$ cat src/rtl/pc_redirect_ctrl.sv
// pc_redirect_ctrl
// Fetch program-counter register and redirect controller.
//  - Steps the PC by PC_STEP on every accepted, unstalled fetch.
//  - A taken branch/jump loads the resolved target and raises a registered
//    Flush for FLUSH_CYCLES cycles so IF/ID can squash wrong-path fetches.
//  - HALT on the correct path freezes the PC until reset.
// Optional build macro: PC_ALIGN_CHK_EN
//  - Defined: a redirect to an odd target raises the sticky Err, enters
//    HALTED and leaves the PC untouched.
//  - Undefined: targets load as-is and Err stays 0.
module pc_redirect_ctrl #(
  parameter logic [15:0] RESET_PC     = 16'h0000,
  parameter int unsigned PC_STEP      = 2,
  parameter int unsigned FLUSH_CYCLES = 2
) (
  input  logic        clk,
  input  logic        rst,
  input  logic        BrchOrJmpSig,
  input  logic [15:0] BrchTarget,
  input  logic        Stall,
  input  logic        FetchReady,
  input  logic        Halt,
  output logic [15:0] PC,
  output logic [15:0] PCInc,
  output logic        Flush,
  output logic        Halted,
  output logic        Err
);

  // Increment as a 16-bit constant so the add wraps modulo 2^16.
  localparam logic [15:0] PC_STEP_W = 16'(PC_STEP);

  // Clamp the flush length into the 1..7 range the 3-bit counter can express.
  localparam int unsigned FLUSH_LEN =
    (FLUSH_CYCLES < 1) ? 1 : ((FLUSH_CYCLES > 7) ? 7 : FLUSH_CYCLES);

  // The counter counts down to zero; a reload value of FLUSH_LEN-1 yields
  // exactly FLUSH_LEN cycles of Flush.
  localparam logic [2:0] CNT_LOAD = 3'(FLUSH_LEN - 1);

  typedef enum logic [1:0] {
    ST_RUN    = 2'd0,
    ST_FLUSH  = 2'd1,
    ST_HALTED = 2'd2
  } state_t;

  // Sequential next PC, wrapping modulo 2^16.
  function automatic logic [15:0] pc_step_fn(input logic [15:0] pc_in);
    return pc_in + PC_STEP_W;
  endfunction

  state_t      state_r;
  state_t      state_s;
  logic [2:0]  cnt_r;
  logic [2:0]  cnt_s;
  logic [15:0] pc_r;
  logic [15:0] pc_s;
  logic        flush_r;
  logic        halted_r;
  logic        err_r;
  logic        err_s;
  logic        misalign_s;
  logic        fetch_adv_s;

`ifdef PC_ALIGN_CHK_EN
  // An odd redirect target cannot be fetched; flag it instead of loading it.
  assign misalign_s = BrchTarget[0];
`else
  // Without the alignment check every target is accepted unchanged.
  assign misalign_s = 1'b0;
`endif

  // A fetch advances only when memory took the PC and the pipeline is not held.
  assign fetch_adv_s = (!Stall) && FetchReady;

  // Next-state, next-PC and flush-counter decision with fixed priority:
  // redirect, then (RUN only) halt, then sequential step, else hold.
  always_comb begin
    state_s = state_r;
    cnt_s   = cnt_r;
    pc_s    = pc_r;
    err_s   = err_r;
    case (state_r)
      ST_RUN, ST_FLUSH: begin
        if (BrchOrJmpSig) begin
          if (misalign_s) begin
            // Bad target: stop the core, keep the old PC, drop the flush.
            state_s = ST_HALTED;
            err_s   = 1'b1;
            cnt_s   = 3'd0;
          end else begin
            // Redirect wins over stall, memory wait and halt; a redirect
            // inside FLUSH restarts the count so Flush stays high.
            pc_s    = BrchTarget;
            state_s = ST_FLUSH;
            cnt_s   = CNT_LOAD;
          end
        end else if ((state_r == ST_RUN) && Halt) begin
          // HALT is honoured only on the correct path (RUN); PC holds.
          state_s = ST_HALTED;
        end else begin
          if (fetch_adv_s) begin
            pc_s = pc_step_fn(pc_r);
          end else begin
            pc_s = pc_r;
          end
          if (state_r == ST_FLUSH) begin
            // Wrong-path HALT is ignored here; only the counter matters.
            if (cnt_r == 3'd0) begin
              state_s = ST_RUN;
            end else begin
              cnt_s = cnt_r - 3'd1;
            end
          end else begin
            state_s = ST_RUN;
          end
        end
      end
      ST_HALTED: begin
        // Frozen until reset; every input is ignored.
        state_s = ST_HALTED;
      end
      default: begin
        // Unreachable encoding: fall back to a safe running state.
        state_s = ST_RUN;
        cnt_s   = 3'd0;
      end
    endcase
  end

  // State, PC, counter and registered status flags.
  always_ff @(posedge clk or posedge rst) begin
    if (rst) begin
      state_r  <= ST_RUN;
      cnt_r    <= 3'd0;
      pc_r     <= RESET_PC;
      flush_r  <= 1'b0;
      halted_r <= 1'b0;
      err_r    <= 1'b0;
    end else begin
      state_r  <= state_s;
      cnt_r    <= cnt_s;
      pc_r     <= pc_s;
      flush_r  <= (state_s == ST_FLUSH);
      halted_r <= (state_s == ST_HALTED);
      err_r    <= err_s;
    end
  end

  assign PC     = pc_r;
  assign PCInc  = pc_step_fn(pc_r);
  assign Flush  = flush_r;
  assign Halted = halted_r;
  assign Err    = err_r;

endmodule
$ cat config.mk
export PLATFORM = sky130hd
export DESIGN_NAME = pc_redirect_ctrl
export DESIGN_NICKNAME = d
export VERILOG_FILES = /design/src/rtl/pc_redirect_ctrl.sv
export SDC_FILE = /design/constraint.sdc
export NUM_CORES = 1
export LEC_CHECK = 0
export CORE_AREA = 4 4 46 88
export CTS_CLUSTER_SIZE = 40
export DETAILED_ROUTE_END_ITERATION = 12
export DIE_AREA = 0 0 50 92
export GPL_ROUTABILITY_DRIVEN = 0
export PLACE_DENSITY = 0.82
export SLEW_MARGIN = 20
export SYNTH_ARGS = -nofsm -noshare
export SYNTH_HDL_FRONTEND = slang
export SYNTH_SLANG_ARGS = --single-unit
$ cat constraint.sdc
create_clock -name clk -period 3.3 [get_ports clk]
set_clock_uncertainty 0.05 [all_clocks]
set_input_delay 0.33 -clock clk [delete_from_list [all_inputs] [get_ports clk]]
set_output_delay 0.33 -clock clk [all_outputs]
set_load 0.02 [all_outputs]
==> parameters.txt <==
Parameter                              Value

Outcome
  Outcome ... finished clean

STA
  Finish-stage setup viols ... 0
  Post-route worst setup slack ... 0.296 ns
  Final hold violation count ... 0
  Unrepaired setup endpoints after global routing ... false
  Final-layout setup total negative slack ... 0 ns
  Max-slew violation count ... 0
  Achievable Freq ... around 0.33 GHz
  Time the final worst path needs with I/O delays and setup ... around 3 ns
  Transition time at the pin with the least slew margin ... 1.01 ns
  Part of the cycle the worst path needs ... 0.910
  Headroom to the max-slew limit ... 0.326

Yosys
  Sequential element share of the synthesized area ... 0.369
  Syn nets ... 210
  EDFF count, synth ... 0
  Most area-consuming cells after synthesis ... sky130_fd_sc_hd__dfrtp_1 (37%), sky130_fd_sc_hd__nor2_1 (5.0%), sky130_fd_sc_hd__o21ai_0 (3.5%)
  Most frequent cells after synthesis ... sky130_fd_sc_hd__dfrtp_1 (23), sky130_fd_sc_hd__nor2_1 (21), sky130_fd_sc_hd__nand2_1 (14), sky130_fd_sc_hd__o21ai_0 (11), sky130_fd_sc_hd__a21oi_1 (10)
  Synth warnings ... 0
  Library cell with the largest summed area after synthesis ... sky130_fd_sc_hd__dfrtp_1
  Async SR Flop Fraction ... 1.00
  Cell count after synthesis ... 185
  Area fraction of the dominant cell type after synthesis ... 0.369
  Netlist Area Pre-Place ... 1560 um2
  Leading register cell type out of synthesis ... sky130_fd_sc_hd__dfrtp_1
  Number of distinct library cells after synthesis ... 46
  Count leader, synth ... sky130_fd_sc_hd__dfrtp_1
  Mean instance size in the synthesized netlist ... between 8 and 9 um2
  Number of register bits inferred by synthesis ... 23

Finish
  Total inserted antenna cells ... 0
  Fin nets ... ~260
  P&R area growth vs syn ... 38.3%
  Fraction of final layout cells sized beyond drive strength 1 ... 0.0563

Routing
  Average vias per placed instance ... 5.68
  Initial DRT Pass Iterations ... 4
  Detailed router's first-iteration violation count ... 26
  DR DRC count ... 0
  Number of nets with antenna violations after detailed routing ... 0
  DR vias ... between 1500 and 2000
  Sum of routed wire length over all layers ... just over 4000 um
  Avg WL per Cell ... 14.7 um

CTS
  Longest Clk Path Bufs ... 2
  Number of buffers inserted by post-CTS setup repair ... 0
  Total clock sinks ... 23
  Clock latency of the later-clocked register in the worst-skew pair ... approximately 0.27 ns
  Number of buffers added by the clock tree synthesis step ... 3
  Clock tree from TritonCTS ... yes
  Quantity of hold-fixing buffers added after cts ... 0
  Clock Pin Slew Worst Setup and Hold Paths ... roughly 0.080 ns
  CTS Root Cell ... sky130_fd_sc_hd__clkbuf_8
  H-Tree Level Count ... 1
  Number of instances resized during post-cts repair ... 0

Power and ir drop
  Total net switching power ... between 0.0007 and 0.0008 W
  Pwr Density ... roughly 750 nW/um2
  Sequential cell fraction of total power ... 0.334
  Worst-case vdd ir drop ... 0.687 mV
  Logic gate share of total power ... 0.556
  Leak ... approximately 0.85 nW
  Net switching share of the total power ... 0.440
  Internal power ... 0.000904 W
  Total power draw ... ~0.0016 W
  Relative contribution of the clock network to total power ... 0.111

Critical path
  Setup slack of the most critical reg-to-reg path ... 1.21 ns
  Biggest cell delay along the critical path ... between 0.6 and 0.7 ns
  Length in cells of the worst reg-to-reg path ... 4
  CP endpoint kind ... output pin
  Type of element launching the critical path ... flop
  Max stage delay cell, worst path ... sky130_fd_sc_hd__clkdlybuf4s50_1
  Ordered list of cells on the worst path ... ha_1, nand4_1, nor3_1, xnor2_1, clkdlybuf4s50_1
  Worst-path fanout max ... 7
  Startpoint-to-endpoint class of the critical path ... reg -> out
  Data required time at the worst endpoint ... about 2.9 ns
  Critical Path AT ... ~2.6 ns
  CP Launch Point ... PC[1]
  Reg-to-reg startpoint ... state_r[0]

Global route
  Largest net degree at the start of global routing ... 30
  Gr usage total ... 0.190
  Number of global-route vias before repair ... 1512
  Antenna violations before repair ... 0
  Grt total ovfl ... 0
  First-pass GRT wire length ... roughly 7000 um

Place
  Pre-CTS setup slack ... just over 0.6 ns
  Port-buffer cells ... 55
  DP Wirelength ... just over 3000 um

Floorplanning
  Number of I/O pins ... 57
  DIE HEIGHT ... just over 90 um
  Core box area ... ~3400 um2
  Effective utilization at floorplan ... 0.457
  Overall die width ... roughly 50 um
  Die area ... 4600 um2
  Site Rows ... 30

Hold path
  Hold WC Path Type ... reg -> reg
  Worst hold path depth ... 2
  Startpoint of the lowest-slack hold path ... PC[0]

Run
  Number of maximum-capacitance constraint violations ... 0
power by group through the flow:
stage	sequential (W)	combinational [W]	clock (W)
finish	0.000539	0.000898	0.000179
global route	0.000563	0.000970	0.000193
CTS	0.000537	0.000904	0.000184
detailed placement	0.000541	0.000899	0
global placement	0.000538	0.000893	0
floorplan	0.000567	0.000484	0
placed cells by master (no fill, tap or decap), drive strengths merged, types with 5 or more instances in the layout:
master / instances
o31ai: 5
inv: 9
xor2: 6
o21ai: 11
nand4: 6
clkdlybuf4s50: 55
nor2: 21
dfrtp: 23
a21oi: 10
nand2: 14
xnor2: 6
per-stage QoR:
stage / hold WS [ns] / instance area, um2 / util / cells
2_1_floorplan: 0.282 / 1560 / - / 185
3_3_place_gp: 0.437 / 2110 / 0.619 / 275
3_5_place_dp: 0.448 / 2110 / 0.619 / 275
4_1_cts: 0.465 / 2160 / 0.632 / 279
5_1_grt: 0.498 / 2160 / 0.632 / 279
6_report: 0.461 / 2160 / 0.632 / 279
kinds of logic after synthesis:
| group | Yosys count | synth area share |
|---|---|---|
| buf+inv | 23 | 0.0641 |
| mux | 1 | 0.00641 |
| xor+xnor | 12 | 0.0673 |
| fa+ha+maj | 3 | 0.0240 |
| simple gates | 73 | 0.260 |
| flops | 23 | 0.369 |
| other cells | 1 | 0.00240 |
| compound gates | 49 | 0.207 |
per-layer routing:
layer,wire length (um),track usage
met1,1540,0.222
met2,2210,0.333
met3,237,0.0276
met4,108,0.0831
met5,0,0
area by class of cell:
| class | instances | area (um2) |
|---|---|---|
| fillers | 297 | 1260 |
| multi-input cells | 139 | 886 |
| flip-flops and latches | 23 | 576 |
| repair buffers | 56 | 558 |
| well taps | 48 | 60.1 |
| clock buffers | 3 | 41.3 |
| inverters | 9 | 33.8 |
| clock inverters | 1 | 5.00 |
sequential cells by signal (all words and copies together), names as in the netlist:
| signal | cells |
|---|---|
| state_r | 2 |
| Halted | 1 |
| cnt_r | 3 |
| PC | 16 |
| Flush | 1 |
path summary, 6_finish.rpt:
kind,endpoint
max,PCInc[11]
max reg2reg,PC[11]
min in group asynchronous,Flush
min reg2reg,PC[0]
max in group asynchronous,PC[15]
min,PC[0]
critical path, delay by kind of cell, from the launching register on:
family | cells | cell delay [ns]
XOR/XNOR | 1 | 0.17
adder cells (fa/ha/maj) | 1 | 0.28
buffers and inverters | 1 | 0.61
flip-flops | 1 | 0.43
AND/OR/NAND/NOR | 2 | 0.86
Power figures use the tool's default switching activity.
